==> config.mk <==
export PLATFORM = sky130hd
export DESIGN_NAME = rm_symbol_feeder
export DESIGN_NICKNAME = d
export VERILOG_FILES = /design/src/rtl/rm_feeder_pkg.sv /design/src/rtl/rm_sym_fifo.sv /design/src/rtl/rm_symbol_feeder.sv
export SDC_FILE = /design/constraint.sdc
export NUM_CORES = 1
export LEC_CHECK = 0
export BUFFER_PORTS_ARGS = -buffer_cell sky130_fd_sc_hd__buf_4
export CORE_ASPECT_RATIO = 1.1
export CORE_MARGIN = 2
export CORE_UTILIZATION = 25
export DETAILED_ROUTE_END_ITERATION = 12
export PLACE_DENSITY = 0.4
export SYNTH_ARGS = -nofsm -noshare
export SYNTH_HDL_FRONTEND = slang
export SYNTH_SLANG_ARGS = --single-unit
==> constraint.sdc <==
create_clock -name clk -period 5.8 [get_ports clk]
set_clock_uncertainty 0.1 [all_clocks]
set_input_delay 0 -clock clk [delete_from_list [all_inputs] [get_ports clk]]
set_output_delay 0 -clock clk [all_outputs]
set_load 0.03 [all_outputs]
==> src/rtl/rm_feeder_pkg.sv <==
// Shared types for the runtime-verification symbol feeder: symbol layout,
// feeder FSM states and the commit-to-symbol packing helper.
package rm_feeder_pkg;

  localparam int SYM_W    = 8;
  localparam int CLS_LSB  = 0;
  localparam int ATTR_LSB = 4;
  localparam int CTX_LSB  = 6;

  typedef enum logic [1:0] {
    IDLE   = 2'd0,
    SYNC   = 2'd1,
    STREAM = 2'd2,
    DRAIN  = 2'd3
  } state_t;

  typedef struct packed {
    logic [1:0] ctx;
    logic [1:0] attr;
    logic [3:0] cls;
  } symbol_t;

  function automatic symbol_t pack_symbol(input logic [3:0] cls,
                                          input logic [1:0] attr,
                                          input logic [1:0] ctx);
    logic [SYM_W-1:0] raw;
    raw = '0;
    raw[CLS_LSB +: 4]  = cls;
    raw[ATTR_LSB +: 2] = attr;
    raw[CTX_LSB +: 2]  = ctx;
    return symbol_t'(raw);
  endfunction

endpackage

==> src/rtl/rm_sym_fifo.sv <==
// Generic synchronous FIFO, power-of-two depth, no write-to-read bypass.
// The head entry is presented combinationally from storage.
module rm_sym_fifo #(
  parameter int DEPTH = 4,
  parameter int WIDTH = 8
) (
  input  logic             clk,
  input  logic             reset,
  input  logic             push,
  input  logic [WIDTH-1:0] wdata,
  input  logic             pop,
  output logic [WIDTH-1:0] rdata,
  output logic             full,
  output logic             empty
);

  localparam int AW = $clog2(DEPTH);

  logic [WIDTH-1:0] mem [DEPTH];
  logic [AW:0]      wr_ptr;
  logic [AW:0]      rd_ptr;
  logic             do_push;
  logic             do_pop;

  assign do_push = push && !full;
  assign do_pop  = pop && !empty;

  // Extra pointer MSB distinguishes full from empty when the indices match.
  assign empty = (wr_ptr == rd_ptr);
  assign full  = (wr_ptr[AW] != rd_ptr[AW]) &&
                 (wr_ptr[AW-1:0] == rd_ptr[AW-1:0]);
  assign rdata = mem[rd_ptr[AW-1:0]];

  always_ff @(posedge clk) begin
    if (reset) begin
      wr_ptr <= '0;
      rd_ptr <= '0;
    end else begin
      if (do_push) wr_ptr <= wr_ptr + (AW+1)'(1);
      if (do_pop)  rd_ptr <= rd_ptr + (AW+1)'(1);
    end
  end

  always_ff @(posedge clk) begin
    if (do_push) mem[wr_ptr[AW-1:0]] <= wdata;
  end

endmodule

==> src/rtl/rm_symbol_feeder.sv <==
// Feeds commit events as 8-bit symbols into one automaton instance and
// reduces its report outputs to per-window violation status.
//
//   state  | meaning
//   -------+-----------------------------------------------------------
//   IDLE   | no window; automaton held in reset, commits refused
//   SYNC   | window opening; reset held SYNC_CYCLES cycles, commits buffered
//   STREAM | reset released; one buffered symbol consumed per cycle
//   DRAIN  | window closing; commits refused, remaining symbols consumed
module rm_symbol_feeder
  import rm_feeder_pkg::*;
#(
  parameter int DEPTH       = 4,
  parameter int NUM_REPORTS = 4,
  parameter int SYNC_CYCLES = 2,
  parameter int CNT_W       = 16
) (
  input  logic                   clk,
  input  logic                   reset,
  input  logic                   win_start,
  input  logic                   win_stop,
  input  logic                   commit_valid,
  output logic                   commit_ready,
  input  logic [3:0]             commit_cls,
  input  logic [1:0]             commit_attr,
  input  logic [1:0]             commit_ctx,
  output logic                   mon_reset,
  output logic                   mon_run,
  output logic [7:0]             mon_symbols,
  input  logic [NUM_REPORTS-1:0] report_in,
  output logic                   busy,
  output logic                   violation,
  output logic [NUM_REPORTS-1:0] report_vec,
  output logic [CNT_W-1:0]       first_idx,
  output logic [CNT_W-1:0]       sym_count
);

  localparam int SC_W = (SYNC_CYCLES > 1) ? $clog2(SYNC_CYCLES) : 1;
  localparam logic [SC_W-1:0] SYNC_LOAD = SC_W'(SYNC_CYCLES - 1);

  state_t           state;
  state_t           state_nxt;
  logic [SC_W-1:0]  sync_cnt;
  logic             stop_pend;
  logic             win_open;
  logic             push;
  logic             fifo_full;
  logic             fifo_empty;
  symbol_t          wr_sym;
  symbol_t          head_sym;
  symbol_t          sym_hold;
  logic             run_d;
  logic [CNT_W-1:0] idx_d;

  assign win_open = (state == IDLE) && win_start;
  assign push     = commit_valid && commit_ready;
  assign wr_sym   = pack_symbol(commit_cls, commit_attr, commit_ctx);
  assign busy     = (state != IDLE);

  rm_sym_fifo #(
    .DEPTH (DEPTH),
    .WIDTH ($bits(symbol_t))
  ) u_fifo (
    .clk   (clk),
    .reset (reset),
    .push  (push),
    .wdata (wr_sym),
    .pop   (mon_run),
    .rdata (head_sym),
    .full  (fifo_full),
    .empty (fifo_empty)
  );

  always_ff @(posedge clk) begin
    if (reset) begin
      state     <= IDLE;
      sync_cnt  <= '0;
      stop_pend <= 1'b0;
    end else begin
      state <= state_nxt;

      if (win_open) begin
        sync_cnt <= SYNC_LOAD;
      end else if ((state == SYNC) && (sync_cnt != '0)) begin
        sync_cnt <= sync_cnt - SC_W'(1);
      end

      // A stop seen during SYNC waits here until streaming has started.
      if (state == IDLE) begin
        stop_pend <= 1'b0;
      end else if (win_stop && ((state == SYNC) || (state == STREAM))) begin
        stop_pend <= 1'b1;
      end
    end
  end

  always_comb begin
    state_nxt    = state;
    mon_reset    = 1'b0;
    mon_run      = 1'b0;
    commit_ready = 1'b0;
    case (state)
      IDLE: begin
        mon_reset = 1'b1;
        if (win_start) state_nxt = SYNC;
      end
      SYNC: begin
        mon_reset    = 1'b1;
        commit_ready = !fifo_full;
        if (sync_cnt == '0) state_nxt = STREAM;
      end
      STREAM: begin
        mon_run      = !fifo_empty;
        commit_ready = !fifo_full;
        if (win_stop || stop_pend) state_nxt = DRAIN;
      end
      DRAIN: begin
        mon_run = !fifo_empty;
        // Wait out the report of the last symbol before closing.
        if (fifo_empty && !run_d) state_nxt = IDLE;
      end
      default: state_nxt = IDLE;
    endcase
  end

  assign mon_symbols = mon_run ? head_sym : sym_hold;

  always_ff @(posedge clk) begin
    if (reset) begin
      run_d      <= 1'b0;
      idx_d      <= '0;
      sym_hold   <= '0;
      violation  <= 1'b0;
      report_vec <= '0;
      first_idx  <= '0;
      sym_count  <= '0;
    end else begin
      run_d <= mon_run;
      if (mon_run) begin
        idx_d    <= sym_count;
        sym_hold <= head_sym;
      end

      if (win_open) begin
        violation  <= 1'b0;
        report_vec <= '0;
        first_idx  <= '0;
        sym_count  <= '0;
      end else begin
        if (mon_run && (sym_count != '1)) sym_count <= sym_count + CNT_W'(1);

        // Reports belong to the symbol consumed one cycle earlier.
        if (run_d && (|report_in)) begin
          report_vec <= report_vec | report_in;
          if (!violation) begin
            violation <= 1'b1;
            first_idx <= idx_d;
          end
        end
      end
    end
  end

endmodule

==> impl_metrics.ini <==
[outcome]
status = complete, no violations

[critical_path]
path_max_fanout = 42
cpPeakStageDelay_ns = 0.53
r2r_cells = 5
cp-start-kind = flip-flop
crit_type = flip-flop to output pin
path_cells = xor2_2 > o32ai_4 > buf_4 > inv_2 > mux2_2 > buf_4
cp.arrival_ns = 2.64
cp-end-kind = output pin
cpMostUsedCell = buf_4
cp.required_ns = 5.70
crit_slowest_cell = inv_2

[synth]
post-synth-top-count-cell = dfxtp_1
synth_compound_area_share_pct = 9.47
synth_flop_cell = dfxtp_1
ys_warn_count = 0
synthAdderAreaFrac_pct = 3.16
ys_seq_area_share_pct = 56.0
synth_enable_flop_cells = 32
syn_area_per_cell_um2 = 11.1
yosys.area.top_type_share_pct = 34.0
synth_common_cells = dfxtp_1, nand2_1, a21oi_1
synth.top_cells.by_area = dfxtp_1, edfxtp_1, mux2i_1
synth_mux_area_share_pct = 11.0
synth_xor_area_share_pct = 2.12
synth_seq_cells = 106
synth_fp_nets = 419
netlist_instances = 391
synth_cell_type_count = 46
synth_top_family_by_area = simple AND/OR/NAND/NOR gates
synthSimpleGateAreaFrac_pct = 15.0
synthArstFlopShare_pct = 0
synth_top_cell_by_area = dfxtp_1
syn_area_um2 = 4360

[global_route]
antenna_found_initial = 0
grt_pass1_vias = 3047
track_usage_pct = 11.2
grt-ovfl-total = 0
grt_max_degree = 43
grt_pass1_wl_mm = 16.0

[pwr]
p_per_area_nw_per_um2 = 342
power_switching_share_pct = 30.4
peakVddDrop_v = 0.000184
p_sw_uw = 575
comb_power_share_pct = 22.9
p_seq_share_pct = 45.1
p_int_mw = 1.32
p_leak_nw = 1.97
p_clk_share_pct = 32.0

[clock_network]
h-tree-depth = 3
cts_buffers = 9
cts_buffer_depth = 2
cts_tree = yes
clkTransAtPathRegs_ns = 0.07
clock_sinks = 106
post_cts_buffers = 0
clk_latency_ns = 0.35
clock-root-buffer = clkbuf_16

[routing]
drc_errors = 0
ant_nets = 0
drt_iter0_drc = 138
drt-pass1-iter-count = 4
wire_per_inst_um = 14.0
vias_per_cell = 4.42
vias = 3127
wl_mm = 9.89

[run]
maxCapViolCount = 0

[die]
dieArea_um2 = 18500
row_count = 50
initial_core_util_pct = 25.5
dieHeight_um = 142
pin_count = 66
coreArea_um2 = 17100
die_x_um = 130

[finish]
syn2layout_area_growth_pct = 27.1
diodes = 0
nets = 497
final_area_um2 = 5540
drive_above_1_share_pct = 22.8

[timing]
finalCritPeriodShare_pct = 47.3
slew_viol_final = 0
max_freq_mhz = 365
fin_crit_ns = 2.74
setup_violations = 0
slew_headroom_pct = 42.2
finalHoldViolCount = 0
final.setup.tns_ns = 0
rsz0062_at_grt = no
worstMarginPinSlew_ns = 0.868

[place]
place_congestion = 0.721
placed_area_um2 = 5080
port_buffers = 65
dp_hpwl_mm = 6.65

[min_path]
whs_path_depth = 5
min_path_type = primary input to flip-flop
==> cells by family after synthesis <==
family	count (synthesis)
buffers and inverters	30
adder cells (fa/ha/maj)	11
AO/OA/AOI/OAI	65
XOR/XNOR	8
multiplexers	37
AND/OR/NAND/NOR	134
flip-flops	106
==> final timing paths <==
path                          from               end  slack (ns)
setup / recovery  u_fifo.wr_ptr[0]    mon_symbols[6]        3.06
hold / removal        commit_valid  u_fifo.wr_ptr[0]        0.04
setup reg to reg          state[0]  u_fifo.mem[0][3]        3.32
hold reg to reg           idx_d[6]          idx_d[6]        0.36
==> sequential cells by signal (all words and copies together) (netlist names), 2 cells and up, named ones only <==
signal and count:
state 2, first_idx 16, sym_count 16, u_fifo.rd_ptr 3
u_fifo.wr_ptr 3, report_vec 4, idx_d 16, u_fifo.mem 32
sym_hold 8
==> through the flow <==
stage	util, %	worst slack [ns]	hold WS, ns	total power, mW	std cells
2_1_floorplan	-	3.68	-0.00113	1.17	391
3_3_place_gp	29.7	3.37	0.105	1.29	676
3_5_place_dp	29.7	3.30	0.107	1.30	676
4_1_cts	32.4	3.03	0.0265	1.93	708
5_1_grt	32.4	2.84	0.0630	2.00	708
6_report	32.4	3.06	0.0426	1.89	708
==> worst max-delay path: cells and delay by family (launching register included) <==
kind            cells  cell delay, ns
xor+xnor            1            0.26
buf+inv             3            0.96
flops               1            0.50
mux                 1            0.42
compound gates      1            0.12
==> layout by cell type (no fill, tap or decap), drive strengths merged, types with 11 or more instances in the layout <==
master / netlist / final
a21oi: 38 / 38
buf: 9 / 70
clkbuf: 10 / 11
dfxtp: 74 / 74
dlygate4sd3: 0 / 16
edfxtp: 32 / 32
ha: 11 / 11
inv: 11 / 13
mux2i: 21 / 21
nand2: 47 / 47
nor2: 30 / 30
==> layer usage <==
metal,GRT usage (%),share of wire (%)
met1,13.6,47
met3,3.08,4.1
met5,0,0
met2,19.3,48
met4,3.40,1.3
==> power by group through the flow <==
stage	Sequential, mW	Combinational [mW]	Clock [mW]
floorplan	0.861	0.311	0
global placement	0.869	0.422	0
detailed placement	0.872	0.429	0
CTS	0.855	0.442	0.631
global route	0.861	0.480	0.659
finish	0.854	0.434	0.606
==> timing repair <==
action | in CTS | in global routing
gates resized for setup | 0 | 0
hold buffers | 16 | 0
endpoints found under the hold margin | 62 | 0
==> cell type report <==
cell class / instances / area (um2)
Clock inverter: 5 / 33.8
Tap cell: 234 / 293
Sequential cell: 106 / 2440
Timing Repair Buffer: 86 / 686
Multi-Input combinational cell: 255 / 1780
Inverter: 11 / 41.3
Fill cell: 1762 / 11500
Clock buffer: 11 / 264
Note: power is estimated with default switching activity, not from simulation.
